### config.mk
export PLATFORM = sky130hd
export DESIGN_NAME = dcache_line_adapter
export DESIGN_NICKNAME = d
export VERILOG_FILES = /design/src/rtl/dcache_line_adapter.sv
export SDC_FILE = /design/constraint.sdc
export NUM_CORES = 1
export LEC_CHECK = 0
export CAP_MARGIN = 10
export CORE_MARGIN = 10
export CORE_UTILIZATION = 30
export CTS_CLUSTER_DIAMETER = 60
export DETAILED_ROUTE_END_ITERATION = 6
export GPL_TIMING_DRIVEN = 0
export MAX_ROUTING_LAYER = met4
export SLEW_MARGIN = 20
export SYNTH_ARGS = -nofsm -noshare
export SYNTH_HDL_FRONTEND = slang
export SYNTH_SLANG_ARGS = --single-unit
### constraint.sdc
create_clock -name clk -period 3.34 [get_ports clk]
set_input_delay 0.334 -clock clk [delete_from_list [all_inputs] [get_ports clk]]
set_output_delay 0.334 -clock clk [all_outputs]
set_load 0.01 [all_outputs]
### src/rtl/dcache_line_adapter.sv
// rtl/dcache_line_adapter.sv - 256-bit dcache line to 4x64-bit burst memory adapter
module dcache_line_adapter #(
    parameter bit CHECK_RADDR = 1'b1
) (
    input  logic         clk,
    input  logic         rst,
    input  logic [31:0]  dfp_addr,
    input  logic         dfp_read,
    input  logic         dfp_write,
    input  logic [255:0] dfp_wdata,
    output logic [255:0] dfp_rdata,
    output logic         dfp_resp,
    output logic [31:0]  bmem_addr,
    output logic         bmem_read,
    output logic         bmem_write,
    output logic [63:0]  bmem_wdata,
    input  logic         bmem_ready,
    input  logic [31:0]  bmem_raddr,
    input  logic [63:0]  bmem_rdata,
    input  logic         bmem_rvalid
);

    localparam logic [2:0] S_IDLE      = 3'd0;
    localparam logic [2:0] S_WRITE     = 3'd1;
    localparam logic [2:0] S_READ_REQ  = 3'd2;
    localparam logic [2:0] S_READ_WAIT = 3'd3;
    localparam logic [2:0] S_DONE      = 3'd4;

    logic [2:0]   state_q, state_d;
    logic [1:0]   cnt_q, cnt_d;
    logic [26:0]  addr_q, addr_d;
    logic [255:0] wline_q, wline_d;
    logic [255:0] rline_q, rline_d;
    logic         beat_ok;
    logic         unused_low_bits;

    // Line offset bits carry no meaning for a whole-line transfer.
    assign unused_low_bits = ^{dfp_addr[4:0], bmem_raddr[4:0]};

    // A read beat counts only when valid and, optionally, tagged with our line.
    always_comb begin
        beat_ok = bmem_rvalid;
        if (CHECK_RADDR && (bmem_raddr[31:5] != addr_q)) begin
            beat_ok = 1'b0;
        end
    end

    // Next-state, beat counter, latched request and fill-line assembly.
    always_comb begin
        state_d = state_q;
        cnt_d   = cnt_q;
        addr_d  = addr_q;
        wline_d = wline_q;
        rline_d = rline_q;
        case (state_q)
            S_IDLE: begin
                if (dfp_write) begin
                    addr_d  = dfp_addr[31:5];
                    wline_d = dfp_wdata;
                    cnt_d   = 2'd0;
                    state_d = S_WRITE;
                end else if (dfp_read) begin
                    addr_d  = dfp_addr[31:5];
                    cnt_d   = 2'd0;
                    state_d = S_READ_REQ;
                end
            end
            S_WRITE: begin
                if (bmem_ready) begin
                    cnt_d = cnt_q + 2'd1;
                    if (cnt_q == 2'd3) begin
                        state_d = S_DONE;
                    end
                end
            end
            S_READ_REQ: begin
                if (bmem_ready) begin
                    state_d = S_READ_WAIT;
                end
            end
            S_READ_WAIT: begin
                if (beat_ok) begin
                    rline_d[{cnt_q, 6'd0} +: 64] = bmem_rdata;
                    cnt_d = cnt_q + 2'd1;
                    if (cnt_q == 2'd3) begin
                        state_d = S_DONE;
                    end
                end
            end
            S_DONE: begin
                state_d = S_IDLE;
            end
            default: begin
                state_d = S_IDLE;
            end
        endcase
    end

    // Outputs are decoded purely from registered state so they hold during stalls.
    always_comb begin
        dfp_rdata  = rline_q;
        dfp_resp   = (state_q == S_DONE);
        bmem_read  = (state_q == S_READ_REQ);
        bmem_write = (state_q == S_WRITE);
        bmem_addr  = 32'd0;
        bmem_wdata = 64'd0;
        if ((state_q == S_WRITE) || (state_q == S_READ_REQ)) begin
            bmem_addr = {addr_q, 5'd0};
        end
        if (state_q == S_WRITE) begin
            bmem_wdata = wline_q[{cnt_q, 6'd0} +: 64];
        end
    end

    // State and datapath registers; reset aborts any burst in progress.
    always_ff @(posedge clk or negedge rst) begin
        if (!rst) begin
            state_q <= S_IDLE;
            cnt_q   <= 2'd0;
            addr_q  <= 27'd0;
            wline_q <= 256'd0;
            rline_q <= 256'd0;
        end else begin
            state_q <= state_d;
            cnt_q   <= cnt_d;
            addr_q  <= addr_d;
            wline_q <= wline_d;
            rline_q <= rline_d;
        end
    end

endmodule

# Word-level counts from Yosys, hierarchy flattened
# Index checks and enable logic that the tools add are counted.
[totals]
reg_bits = 544
in_bits = 390
elab_cells = 47
out_inout_bits = 355
[classes]
n_eq_ne = 10
reduce_logical = 9
n_shift = 3
add_sub_neg = 2
n_mux = 18
[op_table]
columns = ["operator", "n"]
rows = [
  ["bitwise mux 256 bit", 1],
  ["variable shift 64 x 10 -> 256 bit, first input constant", 1],
  ["indexed part select 256 x 9 -> 64 bit", 1],
  ["indexed part select 64 x 10 -> 256 bit", 1],
  ["two-way mux 64 bit", 1],
  ["two-way mux 27 bit", 2],
  ["two-way mux 32 bit", 1],
  ["inequality test 27 bit", 1],
  ["two-way mux 3 bit", 6],
  ["case mux 3 bit (4 select lines)", 1],
  ["negation 8 -> 10 bit", 1],
  ["two-way mux 2 bit", 4],
  ["AND reduction 4 bit", 2],
  ["== test 3 x 2 -> 1 bit, second input constant", 2],
  ["case mux 2 bit (3 select lines)", 1],
  ["AND reduction 2 bit", 3],
  ["inequality test 2 x 1 -> 1 bit, second input constant", 2],
  ["== test 3 x 1 -> 1 bit, second input constant", 1],
  ["== test 3 bit, second input constant", 1],
  ["logical NOT 3 bit", 1],
  ["inequality test 3 bit, second input constant", 1],
  ["nonzero test 3 bit", 1],
  ["adder 2 x 1 -> 2 bit, second input constant", 1],
  ["== test 2 bit, second input constant", 1],
  ["other kinds (4)", 4],
]

# Depth between registers and ports, before layout
[logic_depth]
depth_word = 4
mapped_depth = 9
depth_no_buf = 5

# Worst setup path before layout
# OpenSTA, ideal clock, no wires.
[synth_timing]
path_type = "flip-flop to flip-flop"
start = "register cnt_q[1]"
end = "register rline_q[132], in the netlist dfp_rdata[132]"
period_less_slack_ps = 2551
stages_incl_launch_ff = 10
setup_time_ps = 79
t_required_ps = 3261
path_slack_ps = 789
t_arrival_ps = 2471
path_buffers = 4
cell_sequence = "dfrtp_1 buf_1 buf_1 inv_1 ha_1 nor3b_1 clkbuf_1 clkbuf_1 nand2_1 mux2i_1"
[synth_via]
elab_chain_len = 3
word_cells_on_any_way = 4
cone_classes = "add/sub: 1; shift: 2; mux: 1"
[synth_rtl]
columns = ["item", "line", "source"]
rows = [
  ["start: declaration", "30", "logic [1:0] cnt_q, cnt_d;"],
  ["start signal: assignment", "125", "cnt_q <= cnt_d;"],
  ["negation 8 -> 10 bit *", "83", "rline_d[{cnt_q, 6'd0} +: 64] = bmem_rdata;"],
  ["indexed part select 64 x 10 -> 256 bit / variable shift 64 x 10 -> 256 bit (equally long branches)", "83", ""],
  ["bitwise mux 256 bit *", "83", ""],
  ["end signal: assignment", "128", "rline_q <= rline_d;"],
  ["end: declaration", "33", "logic [255:0] rline_q, rline_d;"],
]
# Mark *: on every way between the ends. The rest lies on a longest branch, timed or not.
# A chain may end at the register's enable or synchronous reset.

# Final worst setup path
[layout_timing]
start = "register cnt_q[1]"
end = "output port bmem_wdata[30]"
[layout_via]
elab_chain_len = 2
[layout_rtl]
columns = ["item", "line", "source"]
rows = [
  ["indexed part select 256 x 9 -> 64 bit", "111", "bmem_wdata = wline_q[{cnt_q, 6'd0} +: 64];"],
  ["two-way mux 64 bit", "110", "if (state_q == S_WRITE) begin"],
  ["end: declaration", "16", "output logic [63:0] bmem_wdata,"],
]
# Every way passes these cells.

==> results_dict.tcl <==
set metrics [dict create \
    path_class "reg -> out" \
    rsz0062_at_grt "no" \
    vdd_drop_max_mv 0.436 \
    synth-compound-area-share_pct 0.384 \
    synth_most_common_cell "dfrtp_1" \
    synth_mux_area_share_pct 29.1 \
    rr_endpoint "dfp_rdata[199]" \
    yosysSeqAreaShare_pct 55.0 \
    cts_max_level 3 \
    drtIter0Drc 835 \
    die-area_mm2 0.0944 \
    power.internal_uw 18200 \
    ant_nets 0 \
    pwr-share-clk_pct 28.2 \
    synth_edf_count 0 \
    fin_skew_ns 0.0239 \
    ys.flop_type "dfrtp_1" \
    yosysUniqueCellTypes 38 \
    antenna_found_initial 40 \
    synth_commonest_cells "dfrtp_1 (544), mux2_2 (284), inv_1 (259), nand2_1 (258), mux2i_1 (256)" \
    io_buffers 729 \
    dieHeight_um 307 \
    synth_adder_area_share_pct 0.303 \
    power.density_mw_per_mm2 744 \
    worst_path_largest_cell_delay_ns 0.68 \
    seqPwrFrac_pct 34.9 \
    status "finished clean" \
    coreArea_mm2 0.0820 \
    worstHoldPathType "in -> async" \
    path_cells "buf_1, mux4_2, and3_1, clkdlybuf4s50_1" \
    combPwrFrac_pct 36.9 \
    overflow 0 \
    switching_share_pct 32.2 \
    clk_pin_slew_ns 0.06 \
    cap_viol_max_count 0 \
    drc_errors 0 \
    worstPathArrival_ns 2.90 \
    grt_pass1_wl_um 137000 \
    dr.pass1.iters 4 \
    r2r_slack_ns 0.26 \
    startpoint_type "register" \
    netlist.area_leader.share_pct 55.0 \
    wl_per_cell_um 23.9 \
    final_nets 3168 \
    fin_util_pct 44.0 \
    cts_root_buf "clkbuf_16" \
    cp.required_ns 3.01 \
    place_congestion 0.880 \
    synthArstFlopShare_pct 100 \
    worstRegToRegCells 9 \
    slew_headroom_pct 40.2 \
    insertion_delay_ns 0.60 \
    slowest_stage "buf_1" \
    vias 18100 \
    crit_start "cnt_q[1]" \
    cpLargestDelayFamily "buffers and inverters" \
    yosys_warnings 0 \
    rows 105 \
    synthCells 1963 \
    cts.sinks 544 \
    synth-xor-area-share_pct 0.956 \
    synth_top_cell_by_area "dfrtp_1" \
    grt_pass1_vias 20300 \
    numCtsBuffers 67 \
    ys_ff_latch 544 \
    wl_um 93800 \
    clockBufferDepth 3 \
    syn-cell-area_mm2 0.0247 \
    fmax_mhz 310 \
    syn2layout_area_growth_pct 45.9 \
    maxSlewViolCount 0 \
    place_hpwl_um 73800 \
    drive_above_1_share_pct 20.2 \
    via_per_inst 4.61 \
    regToRegStartpoint "cnt_q[1]" \
    crit_fanout 10 \
    synth_area_leaders "dfrtp_1 (55%), mux2_2 (13%), mux2i_1 (10%)" \
    report.final.setup_viol 0 \
    avgSynthCellArea_um2 12.6 \
    critPathBufInv 2 \
    grt.total_usage_pct 20.0 \
    final.min_clock_period_ns 3.23 \
    pin_count 745 \
    end_kind "output port" \
    fin_crit_sh_pct 96.7 \
    initial_core_util_pct 30.2 \
    p_leak_uw 0.0179 \
    switchingPower_uw 8640 \
    hold_ws_ns 0.230 \
    die_w_um 307 \
    cts_tree "yes" \
    tightest_slew_ns 0.894 \
    grt_max_degree 96 \
    synth_simple_gate_area_share_pct 7.29 \
    synth_top_family_by_area "multiplexers" \
    report.final.hold_viol_count 0 \
]
-- placed cells by master, fill, tap and decap left out, drive strengths merged, types with 2 or more instances in the layout --
master / synthesis / layout
a21oi: 4 / 4
and3: 64 / 64
buf: 76 / 83
bufinv: 0 / 5
clkbuf: 48 / 143
clkdlybuf4s50: 0 / 728
clkinv: 0 / 11
clkinvlp: 0 / 3
conb: 1 / 5
dfrtp: 544 / 544
diode: 0 / 33
ha: 6 / 6
inv: 259 / 267
mux2: 284 / 284
mux2i: 256 / 256
mux4: 64 / 64
nand2: 258 / 258
nand2b: 4 / 4
nand3: 5 / 5
nand4: 7 / 7
nor2: 4 / 4
nor2b: 28 / 28
nor3: 3 / 3
nor3b: 6 / 6
nor4: 3 / 3
o21ai: 2 / 2
xnor2: 27 / 27
-- logic make-up (layout without fill, tap and decap cells) --
logic type / after synthesis / after routing
AO/OA/AOI/OAI: 14 / 14
multiplexers: 604 / 604
adder cells (fa/ha/maj): 6 / 6
other: 1 / 38
AND/OR/NAND/NOR: 384 / 384
XOR/XNOR: 27 / 27
flip-flops: 544 / 544
buffers and inverters: 383 / 1241
-- state kept, by name, summed over array words and instances, names as in the netlist --
register / cells
wline_q: 256
dfp_rdata: 256
cnt_q: 2
state_q: 3
addr_q: 27
-- metrics by stage --
stage | cell area [um^2] | worst slack, ns | instances | power (uW) | setup TNS [ns]
floorplan | 24800 | 0.789 | 1967 | 14900 | 0
global placement | 33400 | -22.37 | 3766 | 19200 | -
detailed placement | 33600 | -1.57 | 3773 | 19400 | -269.88
CTS | 36000 | 0.00137 | 3896 | 27300 | 0
global route | 36100 | 0.0116 | 3928 | 28300 | 0
finish | 36100 | 0.110 | 3928 | 26900 | 0
-- repair_timing --
item | in CTS | in global routing
buffers inserted | 1 | 0
endpoints found under the setup margin | 348 | 35
pin swaps | 0 | 0
resized for setup | 38 | 17
hold buffers | 1 | 0
hold endpoints to repair | 60 | 0
-- power groups by stage --
stage               registers (uW)  clock network [uW]  logic (uW)
finish                        9360                7590        9900
global route                  9550                8080       10700
global placement              9410                   0        9770
detailed placement            9460                   0        9950
floorplan                     9030                   0        5840
CTS                           9360                7790       10100
-- worst max-delay path by stage --
stage	to	slack, ns	depth (start not counted)
after floorplan	dfp_rdata[132]	0.79	9
after global placement	wline_q[220]	-22.37	1
after detailed placement	dfp_rdata[135]	-1.57	9
after CTS	bmem_wdata[61]	0.001	6
after global routing	bmem_wdata[13]	0.01	5
final	bmem_wdata[30]	0.11	4
-- final cells by class --
type / instances / area [um^2]
clock inverter: 27 / 365
buffer: 122 / 802
fill: 7588 / 45900
sequential: 544 / 13600
tap: 1070 / 1340
inverter: 259 / 972
clock buffer: 95 / 1960
timing repair buffer: 738 / 7500
antenna: 33 / 82.6
multi-input combinational: 1040 / 9460
-- layer usage --
metal,track usage (%),share of wire [%],vias up
met2,34.0,50,673
met5,-,0,-
li1,-,-,8182
met1,21.9,39,9084
met3,6.88,8.3,151
met4,5.87,2.8,0
No activity file was read; power rests on OpenSTA's default activity.
